`config.mk`:
```
export PLATFORM = sky130hd
export DESIGN_NAME = imm_decode_ctrl
export DESIGN_NICKNAME = d
export VERILOG_FILES = /design/src/rtl/imm_decode_ctrl.sv
export SDC_FILE = /design/constraint.sdc
export NUM_CORES = 1
export LEC_CHECK = 0
export CAP_MARGIN = 15
export CORE_MARGIN = 2
export CORE_UTILIZATION = 44
export CTS_CLUSTER_DIAMETER = 150
export DETAILED_ROUTE_END_ITERATION = 6
export HOLD_SLACK_MARGIN = 0.08
export PLACE_DENSITY_LB_ADDON = 0.3
export SLEW_MARGIN = 20
export SYNTH_ARGS = -nofsm -noshare
export SYNTH_HDL_FRONTEND = slang
export SYNTH_SLANG_ARGS = --single-unit
```
`constraint.sdc`:
```
create_clock -name clk -period 7.6 [get_ports clk]
set_clock_uncertainty 0.05 [all_clocks]
set_input_delay 1.9 -clock clk [delete_from_list [all_inputs] [get_ports clk]]
set_output_delay 1.9 -clock clk [all_outputs]
set_load 0.03 [all_outputs]
```
`src/rtl/imm_decode_ctrl.sv`:
```
// Decode-stage sequencer for the external immediate extender: classifies the opcode, drives CEU/Dint,
// waits EXT_LAT cycles, captures Dout and hands {instr, imm, type} downstream. Optional macro: IMM_PERF_CNT_EN.
module imm_decode_ctrl #(
    parameter int unsigned EXT_LAT = 1
) (
    input  logic        clk,
    input  logic        rst,
    input  logic        in_valid,
    input  logic [31:0] in_instr,
    output logic        in_ready,
    input  logic        flush,
    output logic [2:0]  CEU,
    output logic [24:0] Dint,
    input  logic [31:0] Dout,
    output logic        out_valid,
    input  logic        out_ready,
    output logic [31:0] out_instr,
    output logic [31:0] out_imm,
    output logic [2:0]  out_type,
    output logic        illegal
`ifdef IMM_PERF_CNT_EN
    ,
    output logic [15:0] cnt_instr,
    output logic [15:0] cnt_illegal
`endif
);

    typedef enum logic [1:0] {
        S_IDLE,
        S_EXT,
        S_HOLD
    } state_t;

    localparam logic [3:0] CNT_INIT = 4'(EXT_LAT - 1);

    state_t     state;
    logic [3:0] cnt;
    logic [2:0] dec_ceu;

    always_comb begin
        dec_ceu = 3'd7;
        case (in_instr[6:0])
            7'b0010011, 7'b0000011, 7'b1100111, 7'b1110011: dec_ceu = 3'd0;
            7'b0100011:                                     dec_ceu = 3'd1;
            7'b1100011:                                     dec_ceu = 3'd2;
            7'b0110111, 7'b0010111:                         dec_ceu = 3'd3;
            7'b1101111:                                     dec_ceu = 3'd4;
            7'b0110011:                                     dec_ceu = 3'd5;
            default:                                        dec_ceu = 3'd7;
        endcase
    end

    always_ff @(posedge clk or posedge rst) begin
        if (rst) begin
            state     <= S_IDLE;
            in_ready  <= 1'b1;
            out_valid <= 1'b0;
            CEU       <= 3'd7;
            Dint      <= '0;
            out_instr <= '0;
            out_imm   <= '0;
            out_type  <= 3'd7;
            illegal   <= 1'b0;
            cnt       <= '0;
        end else if (flush) begin
            // Abort wins over both a pending handshake and a new accept.
            state     <= S_IDLE;
            in_ready  <= 1'b1;
            out_valid <= 1'b0;
            CEU       <= 3'd7;
            cnt       <= '0;
        end else begin
            case (state)
                S_IDLE: begin
                    if (in_valid && in_ready) begin
                        CEU       <= dec_ceu;
                        Dint      <= in_instr[31:7];
                        out_instr <= in_instr;
                        cnt       <= CNT_INIT;
                        in_ready  <= 1'b0;
                        state     <= S_EXT;
                    end
                end
                S_EXT: begin
                    if (cnt == '0) begin
                        out_imm   <= (CEU >= 3'd5) ? '0 : Dout;
                        out_type  <= CEU;
                        illegal   <= (CEU == 3'd7);
                        out_valid <= 1'b1;
                        state     <= S_HOLD;
                    end else begin
                        cnt <= cnt - 1'b1;
                    end
                end
                S_HOLD: begin
                    if (out_ready) begin
                        out_valid <= 1'b0;
                        in_ready  <= 1'b1;
                        state     <= S_IDLE;
                    end
                end
                default: begin
                    state     <= S_IDLE;
                    in_ready  <= 1'b1;
                    out_valid <= 1'b0;
                end
            endcase
        end
    end

`ifdef IMM_PERF_CNT_EN
    always_ff @(posedge clk or posedge rst) begin
        if (rst) begin
            cnt_instr   <= '0;
            cnt_illegal <= '0;
        end else if (!flush && state == S_HOLD && out_valid && out_ready) begin
            if (cnt_instr != '1)
                cnt_instr <= cnt_instr + 1'b1;
            if (illegal && cnt_illegal != '1)
                cnt_illegal <= cnt_illegal + 1'b1;
        end
    end
`endif

endmodule
```
### Word-level counts from Yosys, hierarchy flattened

Index checks and enable logic that the tools add are counted.

* memory bits (writable): 0
* output and inout bits: 98
* flip-flop bits (word level): 104
* memory bits (read-only): 0
* latch bits: 0
* memories: 0
* logic and storage cells: 69

* bitwise operators: 1
* divide/modulo/power cells: 0
* multiply operators: 0
* add/subtract/negate cells: 1
* reductions and logical operators: 15
* multiplexer cells: 22
* order comparisons: 1
* equality and inequality tests: 19
* shifts and indexed selects: 0

Operator list (number)
* 2-to-1 mux 32 bit: 1
* equality test 7 bit, second input constant: 4
* equality test 7 x 6 -> 1 bit, second input constant: 3
* one-hot mux 3 bit (6 select lines): 1
* AND reduction 3 bit: 6
* equality test 7 x 5 -> 1 bit, second input constant: 2
* 2-to-1 mux 4 bit: 3
* inequality test 3 bit, second input constant: 4
* 2-to-1 mux 3 bit: 3
* 2-to-1 mux 2 bit: 4
* one-hot mux 4 bit (2 select lines): 1
* equality test 7 x 2 -> 1 bit, second input constant: 1
* 2-to-1 mux 1 bit: 6
* one-hot mux 1 bit (3 select lines): 2
* one-hot mux 2 bit (3 select lines): 1
* logical NOT 4 bit: 1
* inequality test 2 bit, second input constant: 2
* nonzero test 2 bit: 2
* OR reduction 4 bit: 1
* subtractor 4 x 1 -> 4 bit, second input constant: 1
* equality test 3 bit, second input constant: 1
* greater-or-equal comparator 3 bit, second input constant: 1
* nonzero test 3 bit: 1
* equality test 2 x 1 -> 1 bit, second input constant: 1
* other kinds (6): 6

### Depth between registers and ports, before layout

* depth after elaboration: 6
* mapped depth: 8
* mapped depth without buffers: 6

### Worst setup path before layout

Ideal clock, no wire load.

* path kind: input to register
* start point: input in_valid
* end point: register Dint[0]
* stages on the path: 5
* setup slack: 4.489 ns
* required time: 7.425 ns
* path buffers: 2
* arrival: 2.936 ns
* cells stage by stage: and4bb_1 > nor2b_1 > buf_2 > buf_4 > mux2_2

* cells in the longest elaborated chain, start to end: 2

Ends and longest elaborated chain
* from (decl): RTL line 8 `input logic in_valid,`
* logical AND 1 bit: RTL line 75 `if (in_valid && in_ready) begin`
* AND reduction 3 bit (no line)
* to (signal assigned): RTL line 77 `Dint <= in_instr[31:7];`
* to (decl): RTL line 13 `output logic [24:0] Dint,`

No other way between the ends.
A chain may end at the register's enable or synchronous reset.

### Worst setup path after layout

* start point: register CEU[0]
* end point: output CEU[0]

RTL lines
* from (decl): RTL line 12 `output logic [2:0] CEU,`
* from (signal assigned): RTL line 76 `CEU <= dec_ceu;`

No word-level cell between the ends.

==> flow_metrics.py <==
metrics = {
    "sta": {
        "max_freq_ghz": 0.278,
        "report.final.hold_viol_count": 0,
        "setup_repair_after_global_routing_missed_its_margin": "no",
        "period_share_pct": 47.3,
        "report.final.setup_viol": 0,
        "layout_min_cycle_time_ps": 3600,
        "holdWs_ps": 430,
        "worst_slew_pin_slew_ps": 978,
        "tns_ps": 0,
        "slew_headroom_pct": 34.8,
        "slew_viol_final": 0,
    },
    "place": {
        "detailed_placement_wirelength_estimate_um": 5880,
        "dp_cells": 542,
        "gp_congestion": 0.731,
        "port_buffers": 166,
    },
    "drt": {
        "detailedRoute.firstPassIterationCount": 4,
        "drt_wl_total_um": 8150,
        "detail_route.wl_per_cell_um": 14.7,
        "drcViolationCount": 0,
        "route.antenna.remaining_nets": 0,
        "detail_route.iter0.violations": 90,
        "num_vias": 2688,
        "viasPerCell": 4.83,
    },
    "final_layout": {
        "syn_to_final_growth_pct": 49.8,
        "insertedDiodeCount": 0,
        "layout-drive-gt1-share_pct": 13.9,
        "fillCellCount": 619,
        "seq_area_um2": 1990,
        "layout.cells.non_filler": 556,
        "multi_input_area_um2": 1210,
        "final_stage_net_count": 522,
    },
    "cts": {
        "cts.htree.levels": 3,
        "cts.reportedPaths.clkPinSlew_ps": 80,
        "cts_resized": 0,
        "cts_inserted_buffers": 9,
        "numClockSinks": 79,
        "clock_insertion_delay_worst_skew_ps": 340,
        "post_cts.repair.setup_buffers": 0,
        "cts_root_buffer": "sky130_fd_sc_hd__clkbuf_8",
        "holdBufCountCts": 0,
        "cts_tree": "done",
        "clock_path_buffers": 2,
    },
    "critical_path": {
        "path_cells": "clkdlybuf4s50_1",
        "timing.rr.start": "cnt[0]",
        "path_max_fanout": 5,
        "worst-r2r-setup-slack_ps": 5450,
        "timing.rr.end": "out_type[0]",
        "timing.critical_path.arrival_ps": 1650,
        "critical_path.slowest_cell": "sky130_fd_sc_hd__clkdlybuf4s50_1",
        "criticalPathCategory": "flip-flop to primary output",
        "timing.critical_path.from_type": "flip-flop",
        "required_ps": 5650,
        "critical_path.max_stage_delay_ps": 700,
        "r2r.worst_path.cells": 5,
        "worst-path-buf-inv": 1,
        "timing.critical_path.to_type": "primary output",
        "path_delay_family": "buffers and inverters",
    },
    "global_route": {
        "gr-total-overflow": 0,
        "global_route_total_usage_across_every_layer_pct": 19.7,
        "grt_first_pass_wirelength_um": 13300,
        "grt_pass1_vias": 2681,
        "antenna_found_initial": 0,
        "grt_max_degree": 80,
    },
    "synth": {
        "yosysUniqueCellTypes": 37,
        "mappedNetlistNets": 386,
        "syn_inst": 315,
        "postSynthAreaPerCell_um2": 11.0,
        "number_of_synthesized_register_bits": 79,
        "yosys_warnings": 0,
        "syn_area_um2": 3470,
        "synth_sequential_area_ratio_pct": 57.2,
    },
    "die": {
        "core.rowCount": 32,
        "initial_util_pct": 45.1,
        "die-area_um2": 8610,
        "design.core.area_um2": 7690,
        "ioPinCount": 167,
        "die_boundary_width_um": 92.8,
        "die-height_um": 92.8,
    },
    "power_and_ir_drop": {
        "power-per-cell-area_nw_per_um2": 365,
        "fin_total_pwr_uw": 1900,
        "irDropWorstVdd_v": 0.000241,
        "leakagePower_uw": 0.00210,
    },
    "worst_hold_path": {
        "class_of_the_most_critical_hold_timing_path": "flip-flop to flip-flop",
        "hp-start": "out_imm[2]",
        "min_path_cells": 2,
        "min_to": "out_imm[2]",
    },
    "job": {
        "maxCapViolCount": 0,
    },
    "run_status": {
        "outcome": "complete, no violations",
    },
}
## worst register-to-register path: stages (launching register included)
cell and delay (ps):
sky130_fd_sc_hd__dfrtp_1 410, sky130_fd_sc_hd__inv_1 100, sky130_fd_sc_hd__ha_1 150, sky130_fd_sc_hd__nor3b_4 280, sky130_fd_sc_hd__or3b_4 690, sky130_fd_sc_hd__mux2_4 390
## kinds of logic (layout without fill, tap and decap cells)
group	Yosys count	after routing	share of synthesized area [%]
and+or+nand+nor	99	99	13.2
DFF	79	79	57.2
AOI/OAI and AO/OA	53	53	8.62
buffers and inverters	46	185	8.36
muxes	35	35	11.7
adders and majority gates	2	2	0.721
xor gates and xnor gates	1	1	0.252
## through the flow
| step | util [%] | worst slack, ps | area, µm² |
|---|---|---|---|
| final | 67.6 | 4000 | 5200 |
| after global routing | 67.6 | 3900 | 5200 |
| after CTS | 67.6 | 3730 | 5200 |
| after detailed placement | 65.2 | 3340 | 5010 |
| after global placement | 65.1 | 3450 | 5000 |
| after floorplan | - | 3640 | 3470 |
## how the worst max path moves through the flow
stage,startpoint,to,slack [ps],depth (start not counted)
global placement,flush,cnt[2],3450,4
floorplan,rst,Dint[0],3640,1
finish,CEU[0],CEU[0],4000,1
CTS,flush,cnt[2],3730,4
global route,flush,cnt[2],3900,4
detailed placement,flush,cnt[2],3340,4
## layout by cell type (no fill, tap or decap), drive strengths merged, types with 3 or more instances in the layout
| master | netlist | final |
|---|---|---|
| a21oi | 8 | 8 |
| clkbuf | 10 | 10 |
| clkdlybuf4s50 | 0 | 166 |
| clkinv | 0 | 3 |
| dfrtp | 72 | 72 |
| dfstp | 7 | 7 |
| mux2 | 35 | 35 |
| nand2 | 69 | 69 |
| nand3 | 3 | 3 |
| nor2 | 6 | 6 |
| nor3 | 6 | 6 |
| nor3b | 3 | 3 |
| o21ai | 34 | 34 |
| o31ai | 3 | 3 |
## metal layers
layer	vias to the layer above	GRT usage (%)	routed length [µm]
met3	10	5.04	491
li1	1309	-	-
met1	1284	25.2	3400
met5	-	0	0
met2	85	32.9	4140
met4	0	6.37	127
## cell usage after synthesis
cell                         n  area (µm²)
sky130_fd_sc_hd__mux2_2     32         360
sky130_fd_sc_hd__a21boi_0    1        7.51
sky130_fd_sc_hd__ha_1        2        25.0
sky130_fd_sc_hd__a211o_1     1        8.76
sky130_fd_sc_hd__and4bb_1    1        12.5
sky130_fd_sc_hd__o31ai_1     3        22.5
sky130_fd_sc_hd__nand2_1    69         259
sky130_fd_sc_hd__or3b_1      1        8.76
sky130_fd_sc_hd__nor2_1      6        22.5
sky130_fd_sc_hd__dfrtp_1    72        1800
sky130_fd_sc_hd__nand2b_1    2        12.5
sky130_fd_sc_hd__dfstp_2     7         184
sky130_fd_sc_hd__buf_6       1        11.3
sky130_fd_sc_hd__clkbuf_1   10        37.5
sky130_fd_sc_hd__xnor2_1     1        8.76
sky130_fd_sc_hd__buf_2       4        20.0
sky130_fd_sc_hd__inv_1       3        11.3
sky130_fd_sc_hd__mux2_4      3        45.0
sky130_fd_sc_hd__nor4_1      1        6.26
sky130_fd_sc_hd__nand3_1     3        15.0
sky130_fd_sc_hd__a41oi_1     1        8.76
sky130_fd_sc_hd__nand4b_1    1        8.76
sky130_fd_sc_hd__o21ai_0    27         135
sky130_fd_sc_hd__nand3b_1    2        15.0
sky130_fd_sc_hd__a2bb2oi_1   1        8.76
sky130_fd_sc_hd__nor3b_1     2        15.0
sky130_fd_sc_hd__a21oi_1     8        40.0
sky130_fd_sc_hd__a2111oi_0   1        8.76
sky130_fd_sc_hd__a21o_1      1        7.51
sky130_fd_sc_hd__o21ai_1     7        35.0
sky130_fd_sc_hd__nor4bb_1    2        20.0
sky130_fd_sc_hd__nor2b_1     2        12.5
sky130_fd_sc_hd__nor3_1      6        30.0
sky130_fd_sc_hd__buf_4      28         210
sky130_fd_sc_hd__nor3b_4     1        18.8
sky130_fd_sc_hd__o41ai_1     1        8.76
sky130_fd_sc_hd__o21bai_1    1        7.51
## area by class of cell
| class | count | share of cell area [%] |
|---|---|---|
| clock buffer | 10 | 2.65 |
| clock inverter | 4 | 0.915 |
| inverter | 3 | 0.241 |
| multi-input combinational | 190 | 23.3 |
| sequential | 79 | 38.2 |
| tap | 102 | 2.45 |
| timing repair buffer | 168 | 32.3 |
## power by group
| part | leakage [µW] | switching, µW | internal, µW |
|---|---|---|---|
| combinational | 0.00100 | 533 | 435 |
| sequential | 0.00100 | 86.6 | 543 |
| clock | 0.0000940 | 144 | 156 |
| total | 0.00210 | 763 | 1130 |
## registers in the layout, indices dropped and copies added, names as in the netlist
register,flops
out_type,3
CEU,3
out_valid,1
out_imm,32
in_ready,1
illegal,1
out_instr,7
state,2
Dint,25
cnt,4
Note: power is estimated with default switching activity, not from simulation.
